$ cat config.mk
export PLATFORM = sky130hd
export DESIGN_NAME = cordic_iter_engine
export DESIGN_NICKNAME = d
export VERILOG_FILES = /design/src/rtl/cordic_iter_engine.sv
export SDC_FILE = /design/constraint.sdc
export NUM_CORES = 1
export LEC_CHECK = 0
export ABC_AREA = 1
export BUFFER_PORTS_ARGS = -buffer_cell sky130_fd_sc_hd__buf_2
export CAP_MARGIN = 10
export CORE_MARGIN = 2
export CORE_UTILIZATION = 65
export CTS_BUF_LIST = sky130_fd_sc_hd__clkbuf_8 sky130_fd_sc_hd__clkbuf_16
export DETAILED_ROUTE_END_ITERATION = 8
export PLACE_DENSITY = 0.88
export SLEW_MARGIN = 5
export SYNTH_ARGS = -nofsm -noshare
export SYNTH_HDL_FRONTEND = slang
export SYNTH_SLANG_ARGS = --single-unit
$ cat constraint.sdc
create_clock -name clk -period 10.5 [get_ports clk]
set_clock_uncertainty 0.05 [all_clocks]
set_input_delay 0.525 -clock clk [delete_from_list [all_inputs] [get_ports clk]]
set_output_delay 0.525 -clock clk [all_outputs]
set_load 0.02 [all_outputs]
$ cat src/rtl/cordic_iter_engine.sv
// cordic_iter_engine: iterative CORDIC core doing one micro-rotation per clock (circular/linear/hyperbolic)
// Ports: clk, reset (async, active high); start, mode, vectoring, x_in/y_in/z_in request an operation
// (Q16.16), accepted only in IDLE; x_out/y_out/z_out hold the unscaled results until the next DONE;
// busy is high while iterating, done pulses for one cycle, err flags an unassigned mode code, ovf is
// the sticky signed-overflow flag, built only when CORDIC_OVF_DETECT_EN is defined (else tied to 0).
`ifndef CIRCULAR
`define CIRCULAR 2'd0
`endif
`ifndef LINEAR
`define LINEAR 2'd1
`endif
`ifndef HYPERBOLIC
`define HYPERBOLIC 2'd2
`endif
module cordic_iter_engine #(
    parameter int ITERATIONS = 16,
    parameter int FRAC_BITS  = 16
) (
    input  logic        clk,
    input  logic        reset,
    input  logic        start,
    input  logic [1:0]  mode,
    input  logic        vectoring,
    input  logic [31:0] x_in,
    input  logic [31:0] y_in,
    input  logic [31:0] z_in,
    output logic [31:0] x_out,
    output logic [31:0] y_out,
    output logic [31:0] z_out,
    output logic        busy,
    output logic        done,
    output logic        err,
    output logic        ovf
);
    // hyperbolic repeats indices 4 and 13 for convergence
    localparam int N_CL  = ITERATIONS;
    localparam int N_HYP = ITERATIONS + (ITERATIONS >= 4 ? 1 : 0) + (ITERATIONS >= 13 ? 1 : 0);
    localparam int CW    = $clog2(N_HYP + 1);
    // angle tables are Q16.16; rescale to the working fraction width
    localparam int TSH_L = FRAC_BITS >= 16 ? FRAC_BITS - 16 : 0;
    localparam int TSH_R = FRAC_BITS < 16 ? 16 - FRAC_BITS : 0;
    localparam logic [31:0] ONE = 32'(64'd1 << FRAC_BITS);
    typedef enum logic [1:0] {IDLE, RUN, DONE} state_t;
    state_t        r_state, w_next;
    logic [31:0]   r_x, r_y, r_z;
    logic [1:0]    r_mode;
    logic          r_vec;
    logic [CW-1:0] r_step;
    int            w_s;
    logic          w_accept, w_mode_ok, w_circ, w_lin, w_hyp, w_last, w_dpos, w_xsub;
    logic [4:0]    w_idx;
    logic [31:0]   w_xs, w_ys, w_ang, w_xn, w_yn, w_zn;
    function automatic logic [31:0] atan_q16(input logic [4:0] i);
        case (i)
            5'd0:    return 32'd51472;
            5'd1:    return 32'd30386;
            5'd2:    return 32'd16055;
            5'd3:    return 32'd8150;
            5'd4:    return 32'd4091;
            5'd5:    return 32'd2047;
            5'd6:    return 32'd1024;
            5'd7:    return 32'd512;
            5'd8:    return 32'd256;
            5'd9:    return 32'd128;
            5'd10:   return 32'd64;
            5'd11:   return 32'd32;
            5'd12:   return 32'd16;
            5'd13:   return 32'd8;
            5'd14:   return 32'd4;
            5'd15:   return 32'd2;
            5'd16:   return 32'd1;
            default: return 32'd0;
        endcase
    endfunction
    function automatic logic [31:0] atanh_q16(input logic [4:0] i);
        case (i)
            5'd1:    return 32'd35999;
            5'd2:    return 32'd16739;
            5'd3:    return 32'd8235;
            5'd4:    return 32'd4101;
            5'd5:    return 32'd2049;
            5'd6:    return 32'd1024;
            5'd7:    return 32'd512;
            5'd8:    return 32'd256;
            5'd9:    return 32'd128;
            5'd10:   return 32'd64;
            5'd11:   return 32'd32;
            5'd12:   return 32'd16;
            5'd13:   return 32'd8;
            5'd14:   return 32'd4;
            5'd15:   return 32'd2;
            5'd16:   return 32'd1;
            5'd17:   return 32'd1;
            default: return 32'd0;
        endcase
    endfunction
    function automatic logic [31:0] addsub(input logic [31:0] a, input logic [31:0] b, input logic sub);
        return sub ? a - b : a + b;
    endfunction
    assign w_accept  = (r_state == IDLE) && start;
    assign w_mode_ok = (mode == `CIRCULAR) || (mode == `LINEAR) || (mode == `HYPERBOLIC);
    assign w_circ    = r_mode == `CIRCULAR;
    assign w_lin     = r_mode == `LINEAR;
    assign w_hyp     = r_mode == `HYPERBOLIC;
    assign w_s       = int'(r_step);
    // hyperbolic step s maps to index s+1, minus one after each repeated index
    assign w_idx     = 5'(w_hyp ? w_s + 1 - (w_s >= 4 ? 1 : 0) - (w_s >= 14 ? 1 : 0) : w_s);
    assign w_last    = w_s == (w_hyp ? N_HYP : N_CL) - 1;
    assign w_dpos    = r_vec ? r_y[31] : ~r_z[31];
    assign w_xs      = $signed(r_x) >>> w_idx;
    assign w_ys      = $signed(r_y) >>> w_idx;
    assign w_ang     = w_circ ? (atan_q16(w_idx) << TSH_L) >> TSH_R :
                       w_lin  ? ONE >> w_idx :
                                (atanh_q16(w_idx) << TSH_L) >> TSH_R;
    // circular subtracts d*y from x, hyperbolic adds it
    assign w_xsub    = w_circ ? w_dpos : ~w_dpos;
    assign w_xn      = w_lin ? r_x : addsub(r_x, w_ys, w_xsub);
    assign w_yn      = addsub(r_y, w_xs, ~w_dpos);
    assign w_zn      = addsub(r_z, w_ang, w_dpos);
    assign busy      = r_state == RUN;
    assign done      = r_state == DONE;
    always_comb begin
        w_next = r_state;
        if (r_state == IDLE)
            w_next = start ? (w_mode_ok ? RUN : DONE) : IDLE;
        else if (r_state == RUN)
            w_next = w_last ? DONE : RUN;
        else
            w_next = IDLE;
    end
    always_ff @(posedge clk or posedge reset) begin
        if (reset) begin
            r_state <= IDLE;
            r_x     <= '0;
            r_y     <= '0;
            r_z     <= '0;
            r_mode  <= '0;
            r_vec   <= 1'b0;
            r_step  <= '0;
            x_out   <= '0;
            y_out   <= '0;
            z_out   <= '0;
            err     <= 1'b0;
        end else begin
            r_state <= w_next;
            if (w_accept) begin
                r_x    <= x_in;
                r_y    <= y_in;
                r_z    <= z_in;
                r_mode <= mode;
                r_vec  <= vectoring;
                r_step <= '0;
                err    <= ~w_mode_ok;
                if (!w_mode_ok) begin
                    x_out <= '0;
                    y_out <= '0;
                    z_out <= '0;
                end
            end else if (r_state == RUN) begin
                r_x    <= w_xn;
                r_y    <= w_yn;
                r_z    <= w_zn;
                r_step <= r_step + CW'(1);
                if (w_last) begin
                    x_out <= w_xn;
                    y_out <= w_yn;
                    z_out <= w_zn;
                end
            end
        end
    end
`ifdef CORDIC_OVF_DETECT_EN
    logic r_ovf, w_ovf;
    function automatic logic ovf_of(input logic [31:0] a, input logic [31:0] b, input logic [31:0] s,
                                    input logic sub);
        return (a[31] == (b[31] ^ sub)) && (s[31] != a[31]);
    endfunction
    assign w_ovf = (!w_lin && ovf_of(r_x, w_ys, w_xn, w_xsub)) ||
                   ovf_of(r_y, w_xs, w_yn, ~w_dpos) ||
                   ovf_of(r_z, w_ang, w_zn, w_dpos);
    always_ff @(posedge clk or posedge reset) begin
        if (reset)
            r_ovf <= 1'b0;
        else if (w_accept)
            r_ovf <= 1'b0;
        else if (r_state == RUN && w_ovf)
            r_ovf <= 1'b1;
    end
    assign ovf = r_ovf;
`else
    assign ovf = 1'b0;
`endif
endmodule

==> results.sh <==
export IMPL_setup_viol=0
export IMPL_max_stage_delay_ps=720
export IMPL_critPathRequiredTime_ps=10930
export IMPL_arrival_ps=8920
export IMPL_setup_tns_final_ps=0
export IMPL_nFillCells=2505
export IMPL_cts_tree="done"
export IMPL_io_pins=202
export IMPL_grt_first_pass_wirelength_um=109000
export IMPL_yosysMostFrequentCell="nand2_1"
export IMPL_dpl_hpwl_um=51200
export IMPL_max_freq_mhz=118
export IMPL_cp_slowest_cell="o21ai_0"
export IMPL_hold_class="input pin to asynchronous set/reset pin"
export IMPL_path_clk_slew_ps=60
export IMPL_io_buffers=200
export IMPL_nets=3346
export IMPL_grt_max_degree=129
export IMPL_dr_pass1_iters=9
export IMPL_yosys_top_cells_count="807 x nand2_1, 365 x o21ai_0, 304 x nand3_1"
export IMPL_min_period_over_period_pct=80.9
export IMPL_routed_wl_um=69400
export IMPL_routedWlPerCell_um=19.6
export IMPL_drive_gt1_share_pct=10.6
export IMPL_ctsResizeCount=0
export IMPL_vias=22700
export IMPL_synth_top_area_cell="dfrtp_1"
export IMPL_seq_area_um2=5080
export IMPL_clkSinkCount=203
export IMPL_fp_coreArea_um2=29600
export IMPL_drv_slew=0
export IMPL_drv_cap=0
export IMPL_syn_cell_area_um2=19500
export IMPL_rsz0062_at_grt="false"
export IMPL_critPathLaunchType="flip-flop"
export IMPL_synth_top_area_share_pct=26.1
export IMPL_ys_seq_elements=203
export IMPL_yosysWarnings=0
export IMPL_drc=0
export IMPL_worstPathMaxFanout=55
export IMPL_crit_type="flip-flop to flip-flop"
export IMPL_period_needed_ps=8500
export IMPL_synth_edf_count=0
export IMPL_synth_seq_area_share_pct=26.1
export IMPL_overflow=0
export IMPL_cts_made_buffers=23
export IMPL_antenna_found_initial=1
export IMPL_syn_instance_count=3024
export IMPL_hold_ws_ps=97.8
export IMPL_h_tree_depth=1
export IMPL_die_height_um=177
export IMPL_viasPerCell=6.44
export IMPL_slew_headroom_pct=31.4
export IMPL_place_area_um2=20500
export IMPL_postCtsSetupRepairBufs=0
export IMPL_fin_area_um2=21300
export IMPL_clk_latency_ps=570
export IMPL_utilization_pct=71.9
export IMPL_tightest_slew_ps=1020
export IMPL_area_growth_pct=9.24
export IMPL_multi_input_area_um2=12800
export IMPL_initial_core_util_pct=65.8
export IMPL_synthesis_nets=3245
export IMPL_ant_nets=0
export IMPL_gp_congestion=1.09
export IMPL_synth_area_top_cells="dfrtp_1 26%, nand2_1 16%, o21ai_0 9.4%, nand3_1 7.8%, ha_1 7.4%"
export IMPL_die_area_um2=31300
export IMPL_syn_mean_instance_area_um2=6.44
export IMPL_cts_root_buf="clkbuf_16"
export IMPL_async_reset_ff_share_pct=100
export IMPL_cts_buffer_depth=3
export IMPL_grt_pass1_vias=21000
export IMPL_dieWidth_um=177
export IMPL_diodes=0
export IMPL_grt_usage_pct=43.4
export IMPL_hold_viol_final=0
export IMPL_synth_distinct_cells=59
export IMPL_rows=63
export IMPL_synth_flop_cell="dfrtp_1"
export IMPL_cp_end_kind="flip-flop"
export IMPL_postCtsHoldBufs=0
export IMPL_drtIter0Drc=2849
export IMPL_outcome="finished clean"
-- path summary, 6_finish.rpt --
path	from	endpoint	slack (ps)	depth (start not counted)
worst max-delay path	r_step[0]	x_out[20]	2000	36
worst min-delay path	reset	z_out[24]	100	2
worst max register to register	r_step[0]	x_out[20]	2000	36
worst min register to register	x_out[9]	x_out[9]	430	2
max in group asynchronous	reset	x_out[8]	8750	3
min in group clk	vectoring	r_vec	110	3
-- per-stage QoR --
step	setup slack, ps	std cells
5_1_grt	1400	3530
6_report	2000	3530
3_5_place_dp	2330	3490
2_1_floorplan	4390	3024
4_1_cts	2290	3530
3_3_place_gp	2500	3490
-- state kept, by name (all words and copies together) (netlist names) --
name     count
r_x         32
r_y         32
r_z         32
x_out       32
y_out       32
z_out       32
r_step       5
r_mode       2
r_state      2
err          1
r_vec        1
-- cell usage in the layout, fill, tap and decap left out, types with 3 or more instances in the layout --
master and instances:
nand3b_1 5, nor3_1 21, a21oi_2 3, buf_4 21, xnor2_1 29, nand2_1 804, clkbuf_16 23, nand3_1 303
nor2_1 192, a31oi_1 15, nand4_1 15, clkinv_1 4, fa_1 4, clkinv_2 6, or2_2 22, a21oi_1 230
a22oi_1 44, ha_1 115, o21ai_0 365, o21bai_1 5, o2111ai_1 4, bufinv_16 4, or2_1 3, nor4_1 14
o21ai_1 39, o21a_1 3, mux2i_1 4, inv_1 237, nor2_4 4, nor2_2 11, o211ai_1 58, o221ai_1 7
buf_2 200, nand2_2 8, a221oi_1 3, inv_2 11, dfrtp_1 203, xor2_1 64, clkinvlp_4 4
-- critical path: cells and delay by family (launching register included) --
kind	cells	cell delay, ps
fa+ha+maj	7	2010
buf+inv	6	910
simple gates	14	2410
flops	1	480
xor+xnor	1	200
compound gates	8	2330
-- area by class of cell --
| cell class | instances | share of cell area (%) |
|---|---|---|
| Multi-Input combinational cell | 2423 | 60.1 |
| Clock buffer | 24 | 2.77 |
| Tap cell | 390 | 2.29 |
| Inverter | 253 | 4.51 |
| Clock inverter | 16 | 0.959 |
| Sequential cell | 203 | 23.9 |
| Timing Repair Buffer | 221 | 5.45 |
-- cell families after synthesis --
kind of cell	synth area share (%)
mux	0.206
compound gates	22.5
xor+xnor	4.23
simple gates	30.7
flops	26.1
fa+ha+maj	7.80
other cells	0.0193
buf+inv	8.43
-- routing by layer --
metal / track usage [%] / part of all wire [%]
met2: 70.6 / 45
met3: 6.87 / 10
met1: 56.4 / 39
met5: 0 / 0.019
met4: 20.8 / 5.5
Power is not shown: default switching activity piles up to over one toggle a cycle in this logic, so the estimate is an artifact.
